<file path="config.mk">
export PLATFORM = sky130hd
export DESIGN_NAME = uart_frame_mux
export DESIGN_NICKNAME = d
export VERILOG_FILES = /design/src/rtl/uart_frame_mux.sv
export SDC_FILE = /design/constraint.sdc
export NUM_CORES = 1
export LEC_CHECK = 0
export BUFFER_PORTS_ARGS = -buffer_cell sky130_fd_sc_hd__buf_2
export CORE_AREA = 5 5 141 143
export DETAILED_ROUTE_END_ITERATION = 10
export DIE_AREA = 0 0 146 148
export SLEW_MARGIN = 20
export SYNTH_ARGS = -nofsm -noshare
export SYNTH_HDL_FRONTEND = slang
export SYNTH_SLANG_ARGS = --single-unit
</file>
<file path="constraint.sdc">
create_clock -name clk -period 6.7 [get_ports clk]
set_clock_uncertainty 0.1 [all_clocks]
set_input_delay 0.67 -clock clk [delete_from_list [all_inputs] [get_ports clk]]
set_output_delay 0.67 -clock clk [all_outputs]
set_load 0.005 [all_outputs]
</file>
<file path="src/rtl/uart_frame_mux.sv">
// Frames CHANNELS snapshot words as sync, seq, payload, XOR checksum bytes
// and hands them to a UART transmitter over a valid/ready byte handshake.
module uart_frame_mux #(
    parameter int         CHANNELS  = 4,
    parameter int         WORD_W    = 16,
    parameter logic [7:0] SYNC_BYTE = 8'hA5,
    parameter bit         AUTO      = 1'b0
) (
    input  logic                       clk,
    input  logic                       rst,
    input  logic [CHANNELS*WORD_W-1:0] data_in,
    input  logic                       send,
    output logic [7:0]                 tx_data,
    output logic                       tx_valid,
    input  logic                       tx_ready,
    output logic                       busy,
    output logic                       frame_done,
    output logic [7:0]                 seq
);

    localparam int BPW    = WORD_W / 8;
    localparam int NBYTES = CHANNELS * BPW;
    localparam int CW     = (NBYTES > 1) ? $clog2(NBYTES) : 1;
    localparam logic [CW-1:0] LAST = CW'(NBYTES - 1);

    if (CHANNELS < 1 || CHANNELS > 16 || WORD_W < 8 || WORD_W > 32 ||
        (WORD_W % 8) != 0) begin : g_bad_params
        $error("uart_frame_mux: illegal CHANNELS/WORD_W");
    end

    typedef enum logic [2:0] {
        S_IDLE,
        S_SYNC,
        S_SEQ,
        S_DATA,
        S_CHK
    } state_t;

    state_t                      r_state;
    state_t                      w_next;
    logic [CHANNELS*WORD_W-1:0]  r_snap;
    logic [CHANNELS*WORD_W-1:0]  w_payload;
    logic [CW-1:0]               r_idx;
    logic [7:0]                  r_chk;
    logic [7:0]                  r_seq;
    logic [7:0]                  w_byte;
    logic                        r_pend;
    logic                        r_done;
    logic                        w_start;

    // Channel 0 goes out first, so it lands in the top of the payload vector
    for (genvar k = 0; k < CHANNELS; k++) begin : g_order
        assign w_payload[(CHANNELS-1-k)*WORD_W +: WORD_W] =
            r_snap[k*WORD_W +: WORD_W];
    end

    always_comb begin
        w_byte = 8'h00;
        for (int i = 0; i < NBYTES; i++) begin
            if (r_idx == CW'(i)) begin
                w_byte = w_payload[(NBYTES-1-i)*8 +: 8];
            end
        end
    end

    always_comb begin
        w_next   = r_state;
        tx_data  = 8'h00;
        tx_valid = 1'b1;
        w_start  = 1'b0;
        unique case (r_state)
            S_IDLE: begin
                tx_valid = 1'b0;
                w_start  = AUTO || send || r_pend;
                if (w_start) w_next = S_SYNC;
            end
            S_SYNC: begin
                tx_data = SYNC_BYTE;
                if (tx_ready) w_next = S_SEQ;
            end
            S_SEQ: begin
                tx_data = r_seq;
                if (tx_ready) w_next = S_DATA;
            end
            S_DATA: begin
                tx_data = w_byte;
                if (tx_ready && r_idx == LAST) w_next = S_CHK;
            end
            S_CHK: begin
                tx_data = r_chk;
                if (tx_ready) w_next = S_IDLE;
            end
            default: begin
                tx_valid = 1'b0;
                w_next   = S_IDLE;
            end
        endcase
    end

    always_ff @(posedge clk or negedge rst) begin
        if (!rst) r_state <= S_IDLE;
        else      r_state <= w_next;
    end

    always_ff @(posedge clk or negedge rst) begin
        if (!rst) begin
            r_snap <= '0;
            r_idx  <= '0;
            r_chk  <= 8'h00;
            r_seq  <= 8'h00;
            r_pend <= 1'b0;
            r_done <= 1'b0;
        end else begin
            r_done <= (r_state == S_CHK) && tx_ready;
            if (w_start) begin
                r_snap <= data_in;
                r_pend <= 1'b0;
            end else if (send && AUTO == 1'b0) begin
                r_pend <= 1'b1;
            end
            if (r_state == S_SYNC && tx_ready) r_chk <= r_seq;
            if (r_state == S_SEQ && tx_ready) r_idx <= '0;
            if (r_state == S_DATA && tx_ready) begin
                r_chk <= r_chk ^ w_byte;
                r_idx <= r_idx + 1'b1;
            end
            if (r_state == S_CHK && tx_ready) r_seq <= r_seq + 8'd1;
        end
    end

    assign busy       = (r_state != S_IDLE);
    assign frame_done = r_done;
    assign seq        = r_seq;

endmodule

</file>
==> impl_results.md, run 1 <==
- Layout cells sized above 1: 34.7%
- Root Buffer: clkbuf_16
- RR Endpoint: r_chk[7]$_DFFE_PN0P_
- Final-layout fill cell count: 1923
- Clk buf depth: 2
- RSZ-0062 raised after global routing: no
- Setup violations, final: 0
- Leak: 2.36 nW
- Remaining DRCs: 0
- Rel. slew slack: 36.2%
- Highest metal used: met4
- ANT cells: 0
- Synth warn: 0
- PortBufs: 86
- Multi-input gate area: 2110 um2
- Syn avg cell area: 10.8 um2
- Core Rows: 50
- DR iter-0 viols: 302
- H-tree Lvls: 3
- Maximum fanout along the worst path: 21
- CP Launch Point: r_idx[2]$_DFFE_PN0P_
- Crit. End Element: primary output
- FF+latch area: about 2200 um2
- Worst-Skew Late Latency: about 0.34 ns
- CP arrival: about 3 ns
- Sink Count: a little under 90
- Number of setup buffers added after CTS: 0
- Antenna viol nets, final: 0
- Critical path class: reg -> out
- First-pass GRT wire length: 19.2 mm
- Synth top area share: 48.9%
- Asr flop ratio synth: 100%
- Die Y: 148 um
- Slew Viols, Final: 0
- Max frequency: 268 MHz
- Synthesis-to-layout area growth: 20.9%
- RePlAce Congestion: about 0.84
- Final HPWL DP: 9.02 mm
- Initial antenna violation count: 0
- Fin nets: 560
- Mapped Cells: between 400 and 500
- Period utilization: 55.6%
- Vias post-DR: 3464
- Final hold violation count: 0
- Hold Buf Count CTS: 0
- Leading area contributor after synthesis: dfrtp_1
- Clock tree from TritonCTS: yes
- Util after Layout: 29.5%
- Dpl cells: 708
- Max Cap Violations: 0
- Worst min path class: in -> async
- Metal2 WL: ~5.5 mm
- Status: finished, final reports clean
- Cell area after synthesis: 4500 um2
- Largest net degree at the start of global routing: 78
- Wire length on met3: 799 um
- Initial cell density of the core: 24.4%
- Worst reg2reg startpoint: r_idx[2]$_DFFE_PN0P_
- Reg2Reg Depth: 7
- Post-synthesis net count: 490
- CTS buffer count: 9
- Top post-synthesis cells by area: dfrtp_1 (49%), mux2_2 (15%), nand2_1 (3.3%)
- CTS clk-pin slew, worst paths: 0.06 ns
- Die W: 146 um
- Worst Max-Slew Pin Slew: 0.956 ns
- DRT Wirelength: approximately 12 mm
- Setup TNS: 0 ns
- Most frequent cell after synthesis: dfrtp_1
- DRT Pass-1 Iters: 5
- CP required: slightly below 6 ns
- IO Pins: 87
- Vias in the first global route: 3383
- Wire per inst: around 17 um
- Die Area: 21600 um2
- Core ar.: 18500 um2
- Vias/cell: 4.78
- Grt ovf: 0
- Yosys cell types: 40
- Max IR drop VDD: between 0.15 and 0.2 mV
- Resize count post-CTS: 0
- Post-synth EDFFs: 0
- Dominant synthesized flop cell: dfrtp_1
- Total Routing Usage GR: 11.5%
- Post-Layout Cell Count: just over 700
- FF+latch count, synth: 88
- Met1 wire length: 5.67 mm
- Fin crit period: approximately 3.7 ns
- Seq/Total Area, Yosys: 48.9%
- Pwr Density: around 450 nW/um2
- Critical Path Start Type: flip-flop
- Reg2Reg Setup Slack: 3.75 ns
- Top cells by count, synth: dfrtp_1 (88), mux2_2 (58), nand2_1 (40)
[stage by stage]
stage | cell area, um2 | total power [W] | hold slack (ns) | setup WS, ns
floorplan | 4500 | 0.00159 | 0.274 | 3.89
global placement | 5110 | 0.00188 | 0.398 | 3.42
detailed placement | 5110 | 0.00190 | 0.400 | 3.39
CTS | 5430 | 0.00245 | 0.0552 | 3.00
global route | 5440 | 0.00261 | 0.0619 | 2.69
finish | 5440 | 0.00243 | 0.0614 | 2.97
[flip-flops by register name (all words and copies together), names as in the netlist]
name,count
r_snap,64
r_chk,8
seq,8
r_idx,3
r_state,3
frame_done,1
r_pend,1
[how the worst max path moves through the flow]
| stage | to | slack, ns | cells past startpoint |
|---|---|---|---|
| global route | tx_data[3] | 2.69 | 7 |
| floorplan | tx_data[6] | 3.89 | 10 |
| CTS | tx_data[6] | 3.00 | 7 |
| global placement | tx_data[3] | 3.42 | 7 |
| finish | tx_data[4] | 2.97 | 7 |
| detailed placement | tx_data[6] | 3.39 | 7 |
[kinds of logic (layout without fill, tap and decap cells)]
group | after synthesis | in the layout | synth area share [%]
simple gates | 124 | 124 | 15.2
flops | 88 | 88 | 48.9
compound gates | 85 | 85 | 13.0
mux | 61 | 61 | 15.3
buf+inv | 43 | 118 | 4.31
fa+ha+maj | 7 | 7 | 1.95
xor+xnor | 7 | 7 | 1.36
[placed cells by master (no fill, tap or decap), drive strengths merged, types with 13 or more instances in the layout]
| master | instances |
|---|---|
| mux2 | 61 |
| nand3 | 16 |
| dfrtp | 88 |
| a21oi | 27 |
| nand2 | 40 |
| o21ai | 13 |
| nor3b | 17 |
| buf | 89 |
[routing by layer]
layer | up-vias | global-route usage, %
met5 | - | 0
met4 | 0 | 2.87
met3 | 11 | 3.77
met2 | 119 | 17.1
met1 | 1690 | 16.1
li1 | 1644 | -
[critical path: stages (launching register included)]
cell,delay (ns)
dfrtp_1,0.70
inv_1,0.10
ha_1,0.34
or2_0,0.44
a221oi_1,0.34
o221ai_1,0.29
o22ai_1,0.25
buf_2,0.16
[power breakdown]
part           internal (W)  switching, W  leakage [nW]
Clock              0.000338      0.000206         0.157
Sequential         0.000762      0.000196          1.07
Combinational      0.000451      0.000478          1.13
[cell type report]
class	count	area share [%]
flip-flops and latches	88	40.5
multi-input cells	284	38.8
repair buffers	89	8.44
well taps	234	5.38
clock buffers	12	4.53
clock inverters	4	1.43
inverters	13	0.897
Power figures use the tool's default switching activity.
==> inputs of run 2 (changes only) <==
- ABC_AREA: not set -> 1
- CORE_AREA: 5 5 141 143 -> 5 5 144 146
- DIE_AREA: 0 0 146 148 -> 0 0 149 151
- clock period: 6.7 -> 3.5 ns (I/O delays scaled with it)
==> impl_results.md, run 2 <==
- Status: finished, final reports clean
- Initial antenna violation count: 0 (unchanged)
- Critical-path cell list: inv_1 > ha_1 > inv_1 > o21ai_0 > inv_1 > nand2_1 > nand2_1 > nand2_1 > nand2_1 > nand2_1 > nand2_1 > nand3_1 > o221ai_1 > buf_2
- Pwr Density: 922 nW/um2 (+110%)
- FF+latch count, synth: 88 (unchanged)
- Rel. slew slack: 38.9% (+2.6 points)
- Period utilization: 88.5%
- Mapped Cells: 658 (+59%)
- Hold Buf Count CTS: 0 (unchanged)
- Grt ovf: 0 (unchanged)
- Clock tree from TritonCTS: yes
- Synth warn: 0 (unchanged)
- IO Pins: 87 (unchanged)
- Synth Area in Simple Gates: 37.6% (+22 points)
- Leading area contributor after synthesis: dfrtp_1
- Remaining DRCs: 0 (unchanged)
- Syn avg cell area: 7.14 um2 (-34%)
- DRT Wirelength: 12.7 mm (+4.8%)
- Core ar.: 19300 um2 (+4.4%)
- Synth top area share: 46.9% (-2.1 points)
- H-tree Lvls: 3 (unchanged)
- Metal2 WL: 5.71 mm (+3.2%)
- Max stage delay cell, worst path: dfrtp_1
- Slew Viols, Final: 0 (unchanged)
- Placed inst area: 5400 um2 (+5.8%)
- Vias post-DR: 4091 (+18%)
- CP required: 3.05 ns (-2.88 ns)
- Max IR drop VDD: 0.331 mV (+79%)
- Post-Layout Cell Count: 1006 (+39%)
- Sink Count: 88 (unchanged)
- Crit. End Element: primary output
- Wire length on met3: 662 um (-17%)
- Final hold violation count: 0 (unchanged)
- Max Cap Violations: 0 (unchanged)
- ANT cells: 0 (unchanged)
- Post-synth EDFFs: 0 (unchanged)
- Vias in the first global route: 4205 (+24%)
- Crit path largest cell delay: 0.44 ns (-0.26 ns)
- Max frequency: 323 MHz
- Seq/Total Area, Yosys: 46.9% (-2.1 points)
- Met1 wire length: 6.16 mm (+8.7%)
- Top cells by count, synth: nand2_1 (342), dfrtp_1 (88), inv_1 (63)
- Worst min path class: in -> async
- Synth Area in Compound Gates: 4.90% (-8.1 points)
- Setup TNS: 0 ns (unchanged)
- CP most frequent cell: nand2_1
- Xor-xnor portion of the synthesized cell area: 1.30% (-0.058 points)
- Worst Max-Slew Pin Slew: 0.917 ns (-0.0397 ns)
- First-pass GRT wire length: 21.0 mm (+9.3%)
- Worst-Skew Late Latency: 0.34 ns (about the same)
- Fraction of synthesized area in multiplexers: 0% (-15 points)
- Top post-synthesis cells by area: dfrtp_1 (47%), nand2_1 (27%), inv_1 (5.0%)
- Vias/cell: 4.07 (-15%)
- Fin crit period: 3.10 ns
- Largest net degree at the start of global routing: 72 (-7.7%)
- Most common cell after layout, fill and taps aside: nand2_1
- Dominant synthesized flop cell: dfrtp_1
- Die Y: 151 um (+2.0%)
- RePlAce Congestion: 0.793 (-5.4%)
- Die W: 149 um (+2.1%)
- Layout cells sized above 1: 17.7% (-17 points)
- Leak: 3.18 nW (+35%)
- DR iter-0 viols: 292 (-3.3%)
- Resize count post-CTS: 0 (unchanged)
- WHS: 0.0374 ns (-0.0240 ns)
- Total Routing Usage GR: 11.8% (+0.33 points)
- DRT Pass-1 Iters: 4 (-1)
- Number of setup buffers added after CTS: 0 (unchanged)
- Fin nets: 811 (+45%)
- Design area: 5710 um2 (+5.0%)
- Clk buf depth: 2 (unchanged)
- Post-synthesis net count: 733 (+50%)
- Synthesis-to-layout area growth: 21.5%
- CTS clk-pin slew, worst paths: 0.06 ns (about the same)
- Adder-cell share of the synthesized area: 1.86% (-0.083 points)
- Asr flop ratio synth: 100% (unchanged)
- CP arrival: 2.65 ns (-0.31 ns)
- Most frequent cell after synthesis: nand2_1
- Main combinational cell family by area after synthesis: simple AND/OR/NAND/NOR gates
- Wire per inst: 12.6 um (-25%)
- RSZ-0062 raised after global routing: no
- Yosys cell types: 27 (-33%)
- Antenna viol nets, final: 0 (unchanged)
- Setup violations, final: 0 (unchanged)
- Dpl cells: 990 (+40%)
- Critical path class: reg -> out
- Root Buffer: clkbuf_16
- CTS buffer count: 9 (unchanged)
- Core Rows: 51 (+2.0%)
- Critical Path Start Type: flip-flop
- PortBufs: 86 (unchanged)
- Cell area after synthesis: 4700 um2 (+4.4%)
- Max FFs per register: 64 (unchanged)
- Commonest non-fill, non-tap cells in the layout: nand2_1 (342), dfrtp_1 (88), buf_2 (85)
- Top reg by flops: r_snap
- Die Area: 22500 um2 (+4.1%)
- Initial cell density of the core: 24.4% (about the same)
- Maximum fanout along the worst path: 11 (-48%)
- Highest metal used: met4
- Final HPWL DP: 9.69 mm (+7.4%)
[run 2: cell types whose count changed after synthesis, moves of 16 or more]
cell     change
a21oi_1     -17
inv_1       +51
mux2_2      -58
nand2_1    +302
nand3_1     +22
nor2_1      +16
nor3b_1     -16
or2_2       +16
[run 2: routing by layer]
metal	vias to the layer above	track usage (%)
met4	0	3.43
met1	1833	15.9
met5	-	0
met2	79	18.4
met3	12	3.53
li1	2167	-
[run 2: worst paths after layout]
| kind | from | endpoint | cells past startpoint | slack, ns |
|---|---|---|---|---|
| setup / recovery | r_idx[2]$_DFFE_PN0P_ | tx_data[4] | 14 | 0.40 |
| hold / removal | rst | r_snap[16]$_DFFE_PN0P_ | 1 | 0.04 |
| min in group clk | data_in[27] | r_snap[27]$_DFFE_PN0P_ | 3 | 0.10 |
| hold reg to reg | r_snap[25]$_DFFE_PN0P_ | r_snap[25]$_DFFE_PN0P_ | 2 | 0.37 |
| max in group asynchronous | rst | r_snap[38]$_DFFE_PN0P_ | 2 | 2.56 |
| setup reg to reg | r_state[1]$_DFFE_PN0P_ | r_snap[22]$_DFFE_PN0P_ | 6 | 1.02 |
[run 2: layout make-up]
class                           instances  area [um2]
Inverter                               66         251
Timing Repair Buffer                   90         463
Clock buffer                           12         256
Tap cell                              265         332
Sequential cell                        88        2200
Clock inverter                          4        51.3
Multi-Input combinational cell        481        2160
Fill cell                            2218       13600
[run 2: logic make-up (layout without fill, tap and decap cells)]
| group | count (synthesis) | count (layout) |
|---|---|---|
| AOI/OAI and AO/OA | 37 | 37 |
| xor gates and xnor gates | 7 | 7 |
| adders and majority gates | 7 | 7 |
| buffers and inverters | 89 | 172 |
| and+or+nand+nor | 430 | 430 |
| DFF | 88 | 88 |
[run 2: critical path, delay by kind of cell (launching register included)]
family                   cells  cell delay (ns)
AO/OA/AOI/OAI                2             0.27
buffers and inverters        4             0.68
flip-flops                   1             0.44
AND/OR/NAND/NOR              7             0.52
adder cells (fa/ha/maj)      1             0.41
[run 2: power breakdown]
group	internal [W]	switching, W
clock network	0.000594	0.000402
registers	0.00150	0.000342
logic	0.000824	0.00160
[run 2: stage by stage]
stage               setup slack, ns  power, W  utilization [%]
floorplan                      1.28   0.00353                -
global placement              0.798   0.00428             28.0
detailed placement            0.784   0.00433             28.0
CTS                           0.379   0.00535             29.6
global route                  0.120   0.00583             29.6
finish                        0.404   0.00527             29.6
